[src/rtl/mem_bist_pkg.sv]
`default_nettype none
// ============================================================================
// Module      : mem_bist_pkg
// Description : Shared types and helpers for the memory BIST initiator.
//               - bist_state_t : controller state encoding
//               - bist_pat     : address-derived data pattern (optionally
//                                inverted for the second pass)
// Revision    : 1.0 - initial release
// ============================================================================
package mem_bist_pkg;

  typedef enum logic [2:0] {
    IDLE  = 3'd0,
    WR    = 3'd1,
    RD    = 3'd2,
    DRAIN = 3'd3,
    DONE  = 3'd4
  } bist_state_t;

  // Computed at 32 bits; callers size-cast the result down to their width,
  // which keeps the inversion correct for any width up to 32.
  function automatic logic [31:0] bist_pat(input logic [31:0] addr,
                                           input logic [31:0] seed,
                                           input logic        inv);
    logic [31:0] p;
    p = addr ^ seed;
    return inv ? ~p : p;
  endfunction

endpackage
`default_nettype wire

[src/rtl/bist_addr_ctr.sv]
`default_nettype none
// ============================================================================
// Module      : bist_addr_ctr
// Description : W-bit address counter with synchronous clear, count enable
//               and terminal-count flag. Wraps naturally from all-ones to 0.
// Ports       : clk   - clock
//               rst   - asynchronous active-high reset
//               clr_i - clear to zero (priority over en_i)
//               en_i  - increment enable
//               q_o   - counter value
//               tc_o  - high while the counter holds all ones
// Revision    : 1.0 - initial release
// ============================================================================
module bist_addr_ctr #(
  parameter int W = 5
) (
  input  logic         clk,
  input  logic         rst,
  input  logic         clr_i,
  input  logic         en_i,
  output logic [W-1:0] q_o,
  output logic         tc_o
);

  logic [W-1:0] cnt_q;

  always_ff @(posedge clk or posedge rst) begin
    if (rst) begin
      cnt_q <= '0;
    end else if (clr_i) begin
      cnt_q <= '0;
    end else if (en_i) begin
      cnt_q <= cnt_q + W'(1);
    end
  end

  assign q_o  = cnt_q;
  assign tc_o = (cnt_q == '1);

endmodule
`default_nettype wire

[src/rtl/mem_bist.sv]
`default_nettype none
// ============================================================================
// Module      : mem_bist
// Description : Built-in self-test initiator for the register-file memory.
//               Writes pat(a) = a ^ SEED to every location, reads each one
//               back through the memory's registered read port and reports
//               pass/fail, first failing address and a saturating error count.
//               Build option MEM_BIST_INVERT_PASS_EN adds a second pass using
//               the inverted pattern; results accumulate across both passes.
// Ports       : clk          - clock
//               rst          - asynchronous active-high reset
//               start_i      - begin a test (honoured in IDLE/DONE only)
//               busy_o       - test in progress (WR/RD/DRAIN)
//               done_o       - test finished, held until next start/reset
//               pass_o       - valid while done_o; 1 = no miscompares
//               fail_addr_o  - first miscomparing address (0 if none)
//               err_count_o  - miscompare count, saturates at 2**N
//               mem_we_o     - memory write enable
//               mem_addr_o   - memory address
//               mem_write_o  - memory write data
//               mem_read_i   - memory read data (valid one cycle after addr)
// Revision    : 1.0 - initial release
// ============================================================================
module mem_bist
  import mem_bist_pkg::*;
#(
  parameter int          N    = 5,
  parameter int unsigned SEED = 21
) (
  input  logic         clk,
  input  logic         rst,
  input  logic         start_i,
  output logic         busy_o,
  output logic         done_o,
  output logic         pass_o,
  output logic [N-1:0] fail_addr_o,
  output logic [N:0]   err_count_o,
  output logic         mem_we_o,
  output logic [N-1:0] mem_addr_o,
  output logic [N-1:0] mem_write_o,
  input  logic [N-1:0] mem_read_i
);

  localparam logic [N:0] C_ERR_MAX = {1'b1, {N{1'b0}}};

  bist_state_t  state_q, state_d;

  logic         w_start_acc;
  logic         w_ctr_en;
  logic         w_ctr_clr;
  logic [N-1:0] w_a;
  logic         w_a_tc;
  logic         w_inv;
  logic [N-1:0] w_wr_pat;
  logic [N-1:0] w_exp_pat;
  logic         w_miss;

  logic [N-1:0] addr_dly_q;
  logic         cv_q;
  logic [N:0]   err_count_q, err_count_d;
  logic [N-1:0] fail_addr_q, fail_addr_d;
  logic         first_fail_q, first_fail_d;
  logic         pass_q, pass_d;

  // --------------------------------------------------------------------------
  // Address counter
  // --------------------------------------------------------------------------
  assign w_start_acc = start_i && ((state_q == IDLE) || (state_q == DONE));
  assign w_ctr_clr   = w_start_acc;
  assign w_ctr_en    = (state_q == WR) || (state_q == RD);

  bist_addr_ctr #(
    .W (N)
  ) u_addr_ctr (
    .clk   (clk),
    .rst   (rst),
    .clr_i (w_ctr_clr),
    .en_i  (w_ctr_en),
    .q_o   (w_a),
    .tc_o  (w_a_tc)
  );

  // --------------------------------------------------------------------------
  // Pass selection: the pass bit changes only on the DRAIN->WR edge, so the
  // final compare of the first pass (in DRAIN) still sees the plain pattern.
  // --------------------------------------------------------------------------
`ifdef MEM_BIST_INVERT_PASS_EN
  logic pass_bit_q;

  always_ff @(posedge clk or posedge rst) begin
    if (rst) begin
      pass_bit_q <= 1'b0;
    end else if (w_start_acc) begin
      pass_bit_q <= 1'b0;
    end else if (state_q == DRAIN) begin
      pass_bit_q <= 1'b1;
    end
  end

  assign w_inv = pass_bit_q;
`else
  assign w_inv = 1'b0;
`endif

  assign w_wr_pat  = N'(bist_pat(32'(w_a), 32'(SEED), w_inv));
  assign w_exp_pat = N'(bist_pat(32'(addr_dly_q), 32'(SEED), w_inv));

  // --------------------------------------------------------------------------
  // FSM: state register
  // --------------------------------------------------------------------------
  always_ff @(posedge clk or posedge rst) begin
    if (rst) begin
      state_q <= IDLE;
    end else begin
      state_q <= state_d;
    end
  end

  // --------------------------------------------------------------------------
  // FSM: next state
  // --------------------------------------------------------------------------
  always_comb begin
    state_d = state_q;
    case (state_q)
      IDLE:    if (w_start_acc) state_d = WR;
      WR:      if (w_a_tc)      state_d = RD;
      RD:      if (w_a_tc)      state_d = DRAIN;
`ifdef MEM_BIST_INVERT_PASS_EN
      DRAIN:   state_d = pass_bit_q ? DONE : WR;
`else
      DRAIN:   state_d = DONE;
`endif
      DONE:    if (w_start_acc) state_d = WR;
      default: state_d = IDLE;
    endcase
  end

  // --------------------------------------------------------------------------
  // FSM: outputs (state and counter flops only; no path from start/read data)
  // --------------------------------------------------------------------------
  always_comb begin
    busy_o      = 1'b0;
    done_o      = 1'b0;
    mem_we_o    = 1'b0;
    mem_addr_o  = '0;
    mem_write_o = '0;
    case (state_q)
      WR: begin
        busy_o      = 1'b1;
        mem_we_o    = 1'b1;
        mem_addr_o  = w_a;
        mem_write_o = w_wr_pat;
      end
      RD: begin
        busy_o     = 1'b1;
        mem_addr_o = w_a;
      end
      DRAIN:   busy_o = 1'b1;
      DONE:    done_o = 1'b1;
      default: ;
    endcase
  end

  // --------------------------------------------------------------------------
  // Compare pipeline: the address issued in an RD cycle is compared against
  // the read data returned in the following cycle.
  // --------------------------------------------------------------------------
  always_ff @(posedge clk or posedge rst) begin
    if (rst) begin
      addr_dly_q <= '0;
      cv_q       <= 1'b0;
    end else begin
      if (state_q == RD) begin
        addr_dly_q <= w_a;
      end
      cv_q <= (state_q == RD);
    end
  end

  assign w_miss = cv_q && (mem_read_i != w_exp_pat);

  // --------------------------------------------------------------------------
  // Error accounting
  // --------------------------------------------------------------------------
  always_comb begin
    err_count_d  = err_count_q;
    fail_addr_d  = fail_addr_q;
    first_fail_d = first_fail_q;
    if (w_start_acc) begin
      err_count_d  = '0;
      fail_addr_d  = '0;
      first_fail_d = 1'b0;
    end else if (w_miss) begin
      if (err_count_q != C_ERR_MAX) begin
        err_count_d = err_count_q + (N+1)'(1);
      end
      if (!first_fail_q) begin
        fail_addr_d  = addr_dly_q;
        first_fail_d = 1'b1;
      end
    end
  end

  // pass is captured from the next-state count so the compare made in the
  // final DRAIN cycle is included.
  always_comb begin
    pass_d = pass_q;
    if (w_start_acc) begin
      pass_d = 1'b0;
    end else if ((state_q == DRAIN) && (state_d == DONE)) begin
      pass_d = (err_count_d == '0);
    end
  end

  always_ff @(posedge clk or posedge rst) begin
    if (rst) begin
      err_count_q  <= '0;
      fail_addr_q  <= '0;
      first_fail_q <= 1'b0;
      pass_q       <= 1'b0;
    end else begin
      err_count_q  <= err_count_d;
      fail_addr_q  <= fail_addr_d;
      first_fail_q <= first_fail_d;
      pass_q       <= pass_d;
    end
  end

  assign err_count_o = err_count_q;
  assign fail_addr_o = fail_addr_q;
  assign pass_o      = pass_q;

endmodule
`default_nettype wire
[config.mk]
export PLATFORM = sky130hd
export DESIGN_NAME = mem_bist
export DESIGN_NICKNAME = d
export VERILOG_FILES = /design/src/rtl/mem_bist_pkg.sv /design/src/rtl/bist_addr_ctr.sv /design/src/rtl/mem_bist.sv
export SDC_FILE = /design/constraint.sdc
export NUM_CORES = 1
export LEC_CHECK = 0
export BUFFER_PORTS_ARGS = -buffer_cell sky130_fd_sc_hd__buf_2
export CORE_MARGIN = 2
export CORE_UTILIZATION = 47
export DETAILED_ROUTE_END_ITERATION = 16
export HOLD_SLACK_MARGIN = 0.03
export PLACE_DENSITY = 0.77
export SLEW_MARGIN = 10
export SYNTH_ARGS = -nofsm -noshare
export SYNTH_HDL_FRONTEND = slang
export SYNTH_SLANG_ARGS = --single-unit
[constraint.sdc]
create_clock -name clk -period 1.72 [get_ports clk]
set_input_delay 0.344 -clock clk [delete_from_list [all_inputs] [get_ports clk]]
set_output_delay 0.344 -clock clk [all_outputs]
set_load 0.005 [all_outputs]
Word-level counts from Yosys, hierarchy flattened
Cells that the tools add are included.
{ "totals": {"ff_bits": 27, "output_inout_bits": 25} }
{ "classes": {"add_sub_neg": 2, "n_eq_ne": 9, "muxes": 21, "bitwise_logic": 2, "n_reduce_logical": 14} }
{ "op_table": {"columns": ["cell", "count"], "rows": [
  ["5-bit 2-to-1 mux", 7],
  ["6-bit 2-to-1 mux", 3],
  ["3-bit case mux with 4 select lines", 1],
  ["3-bit 2-to-1 mux", 3],
  ["1-bit 2-to-1 mux", 7],
  ["6-bit by 1-bit adder with 6-bit output, second input constant", 1],
  ["3-bit by 2-bit == test with 1-bit output, second input constant", 2],
  ["3-bit == test, second input constant", 2],
  ["6-bit zero test", 1],
  ["6-bit != test, second input constant", 1],
  ["3-bit NOT", 2],
  ["2-bit nonzero test", 3],
  ["5-bit by 1-bit adder with 5-bit output, second input constant", 1],
  ["5-bit == test, second input constant", 1],
  ["5-bit != test", 1],
  ["2-bit OR reduction", 2],
  ["3-bit by 1-bit == test with 1-bit output, second input constant", 1],
  ["1-bit logical AND", 3],
  ["3-bit zero test", 1],
  ["3-bit OR reduction", 1],
  ["1-bit logical OR", 2],
  ["2-bit by 1-bit != test with 1-bit output, second input constant", 1],
  ["2-bit AND reduction", 1]
]} }

Logic depth before layout (Yosys ltp)
{ "logic_depth": {"ltp_word": 9, "ltp_mapped": 8, "depth_no_buf": 8} }

Modules after synthesis
Synthesis repeated with hierarchy kept, for this count alone.
{ "unflattened": {"cells_unflattened": 146, "hier_area_um2": 1485.2} }
{ "modules_own_cells": {"columns": ["mod", "n_inst", "cells_per_inst", "area_per_inst_um2"], "rows": [
  ["mem_bist", 1, 123, 1203.7],
  ["bist_addr_ctr", 1, 23, 281.5]
]} }

Worst setup path before layout
Ideal clock, no wire load.
{ "synth_path": {"path_kind": "reg-to-reg", "start": "register err_count_q[0], in the netlist err_count_o[0]", "end": "register pass_q, in the netlist pass_o", "setup_time_ns": 0.092, "arrival_time_ns": 1.564, "path_slack_ns": 0.064, "path_stages_with_launch": 9, "path_buffers": 0, "cell_sequence": "dfrtp_1 -> inv_1 -> ha_1 -> nand2_1 -> nor4_1 -> nor2_1 -> mux2i_1 -> nand4_1 -> o31ai_2"} }
{ "synth_via": {"elab_chain_len": 7, "word_cells_on_any_way": 8} }
{ "synth_lines": {"columns": ["element", "line", "source"], "rows": [
  ["start: declaration", "mem_bist.sv:60", "logic [N:0] err_count_q, err_count_d;"],
  ["start signal: assignment", "mem_bist.sv:222", "err_count_q <= err_count_d;"],
  ["6-bit by 1-bit adder with 6-bit output or 6-bit != test (tied branches)", "mem_bist.sv:195, mem_bist.sv:194", null],
  ["6-bit 2-to-1 mux", "mem_bist.sv:194", "if (err_count_q != C_ERR_MAX) begin"],
  ["6-bit 2-to-1 mux (*)", "mem_bist.sv:193", "end else if (w_miss) begin"],
  ["6-bit 2-to-1 mux (*)", "mem_bist.sv:189", "if (w_start_acc) begin"],
  ["6-bit zero test (*)", "mem_bist.sv:211", "pass_d = (err_count_d == '0);"],
  ["1-bit 2-to-1 mux (*)", "mem_bist.sv:210", "end else if ((state_q == DRAIN) && (state_d == DONE)) begin"],
  ["1-bit 2-to-1 mux (*)", "mem_bist.sv:208", "if (w_start_acc) begin"],
  ["end signal: assignment", "mem_bist.sv:225", "pass_q <= pass_d;"],
  ["end: declaration", "mem_bist.sv:63", "logic pass_q, pass_d;"]
]} }
Mark *: on every way between the ends. The rest lies on a longest branch, timed or not. The select of a mux whose other input is x is not followed.
A chain may end at the register's enable or synchronous reset.

Final worst setup path
{ "layout_path": {"start": "register state_q[0]", "end": "output port mem_addr_o[1]"} }
{ "layout_via": {"elab_chain_len": 3, "word_cells_on_any_way": 4} }
{ "layout_lines": {"columns": ["element", "line", "source"], "rows": [
  ["start: declaration", "mem_bist.sv:46", "bist_state_t state_q, state_d;"],
  ["start signal: assignment", "mem_bist.sv:115", "state_q <= state_d;"],
  ["3-bit by 1-bit == test with 1-bit output or 3-bit by 2-bit == test with 1-bit output (tied branches)", "mem_bist.sv:147", "case (state_q)"],
  ["2-bit OR reduction (no line) (*)", null, null],
  ["5-bit 2-to-1 mux (*)", "mem_bist.sv:147", null],
  ["end: declaration", "mem_bist.sv:39", "output logic [N-1:0] mem_addr_o,"]
]} }
Mark *: on every way between the ends. The rest lies on a longest branch, timed or not.

==> out/metrics.cfg <==
[run_status]
status=finished with violations
violations=negative setup slack

[setup_path]
cp-end-kind=output pin
worstPathArrival_ps=1630
critPathRequiredTime_ps=1380
cp_cell_sequence=or3b_4, clkinv_4, nor2_4, and2b_1, buf_2
crit_path_max_incr_delay_ps=440
worstSetupPathType=reg -> out
slowest_stage=dfrtp_1
cp_max_fo=7
crit_path_start_kind=register

[cells_and_area]
final_cell_mix=buf_2, dfrtp_1, buf_4, nor2_1, mux2i_1
fin_util=0.6730
final_area_mm2=0.001872
num_antenna_cells=0
final_cells=218
nNetsFinal=200
layout_commonest_cell=buf_2
area_delta_synth_final_pct=34.65
drive_gt1_frac=0.4599

[sta]
fmax_ghz=0.5060
rsz0062_at_grt=true
fin_skew_ps=6.988
setup_viol=12
worst_pin_slew_ps=406.3
period_share=1.149
finalMaxSlewViolations=0
fin_crit_ps=1976
worst_slack_ps=-256.5
final.setup.tns_ps=-2229
hold_violations=0
slew_headroom=0.7291

[placement]
place_area_mm2=0.001619
dp_slack_ps=38.94
dpl.cell_count=194
port_buffers=32
dp_hpwl_um=2034
globalplace.congestion=0.8032

[clocking]
cts_made_buffers=3
clkLatencyLatePin_ps=330
htree_levels=1
root_buffer=clkbuf_4
cts_sinks=27
clock_path_buffers=2
clk_transition_reported_paths_ps=150
cts_hold_buf=0
cts_tree=yes

[yosys]
synthCells=128
syn-num-nets=140
syn_area_per_cell_um2=10.86
synth_seq_area_share=0.4860
ys_seq_elements=27
async_reset_ff_frac=1.000
netlist_area_mm2=0.001390
yosys_warnings=0
synth_ff_type=dfrtp_1
synth.distinct_cells=36
synth-edff-count=0

[global_route]
grt_max_degree=28
grt_pass1_wl_um=5168
antenna_found_initial=0
grt_remaining_overflow=0
grt_usage=0.1971
grt_pass1_vias=1184

[floorplan]
core_mm2=0.002781
die-area_mm2=0.003409
die_y_um=58.39
fp-row-count=19
start_util=0.4998
die_x_um=58.39
io_pins=33

[detailed_routing]
routed_wl_um=3234
drt_iter0_drc=29
ant_nets=0
drcViolationCount=0
avgRoutedWirePerCell_um=14.83
vias_per_cell=5.404
vias=1178
drt_pass1_iterations=4

[power_and_ir_drop]
power_frac_seq=0.408
net-switching-power_uw=723.0
power_frac_comb=0.455
intPower_mw=1.344
clkPwrFrac=0.137
p_sw_frac=0.3498
p_leak_nw=0.9950
peakVddDrop_mv=1.000
p_per_area_mw_per_mm2=1104

[min_path]
min_path_type=in -> async

[flow_run]
max_cap_viol_count=0

[timing repair]
action | CTS | global route
endpoints found under the setup margin | 12 | 17
setup buffers | 11 | 11
pin swaps | 1 | 10
resized for setup | 3 | 16
[synth_stat cells (all sizes together), types with 3 or more instances]
cell / instances / share of area
xnor2: 3 / 0.019
o21ai: 5 / 0.021
xor2: 8 / 0.050
nand2: 3 / 0.0081
inv: 6 / 0.020
nor2: 25 / 0.075
mux2: 5 / 0.041
o211ai: 3 / 0.016
ha: 4 / 0.036
mux2i: 9 / 0.065
and2b: 3 / 0.016
dfrtp: 27 / 0.49
and2: 3 / 0.014
[power by group through the flow]
stage | sequential (mW) | combinational, mW | clock (mW)
after floorplan | 0.831 | 0.432 | 0
after global placement | 0.844 | 0.666 | 0
after detailed placement | 0.852 | 0.680 | 0
after CTS | 0.837 | 0.791 | 0.288
after global routing | 0.865 | 1.03 | 0.315
final | 0.844 | 0.940 | 0.283
[critical path, delay by kind of cell (launching register included)]
family	cells	cell delay [ps]
AND/OR/NAND/NOR	3	690
buffers and inverters	2	180
flip-flops	1	440
[per-layer routing]
layer / track usage / vias to the layer above / part of all wire
met5: 0 / - / 0
met4: 0.1030 / 0 / 0.018
met3: 0.02857 / 8 / 0.038
met2: 0.3210 / 27 / 0.55
met1: 0.2550 / 588 / 0.40
li1: - / 555 / -
[flip-flops by register name, indices dropped and copies added (netlist names)]
signal,cells
addr_dly_q,5
first_fail_q,1
fail_addr_o,5
state_q,3
u_addr_ctr.q_o,5
pass_o,1
err_count_o,6
cv_q,1
[through the flow]
step | hold WS [ps] | total power [mW]
after floorplan | 396.7 | 1.263
after global routing | 61.33 | 2.208
after global placement | 413.4 | 1.510
after CTS | 44.87 | 1.916
final | 44.73 | 2.067
after detailed placement | 428.3 | 1.532
[layout make-up]
cell class              count  area, um^2
fillers                   207       909.6
well taps                  31       38.79
inverters                   6       27.53
flip-flops and latches     27       675.6
multi-input cells          92       728.2
clock inverters             1       7.507
repair buffers             58       371.6
clock buffers               3       22.52
[logic make-up after synthesis]
kind of cell,Yosys count,synth area share
AO/OA/AOI/OAI,13,0.06931
XOR/XNOR,11,0.06931
adder cells (fa/ha/maj),4,0.03601
buffers and inverters,9,0.03060
flip-flops,27,0.4861
multiplexers,14,0.1053
AND/OR/NAND/NOR,50,0.2034
[worst paths after layout]
kind,start,endpoint,slack (ps),depth (start not counted)
setup / recovery,state_q[0],mem_addr_o[1],-260,5
setup reg to reg,addr_dly_q[4],pass_o,-80,6
min in group clk,start_i,state_q[2],210,2
hold / removal,rst,addr_dly_q[2],40,3
hold reg to reg,fail_addr_o[0],fail_addr_o[0],540,2
max in group asynchronous,rst,u_addr_ctr.q_o[0],1420,3
No activity file was read; power rests on OpenSTA's default activity.
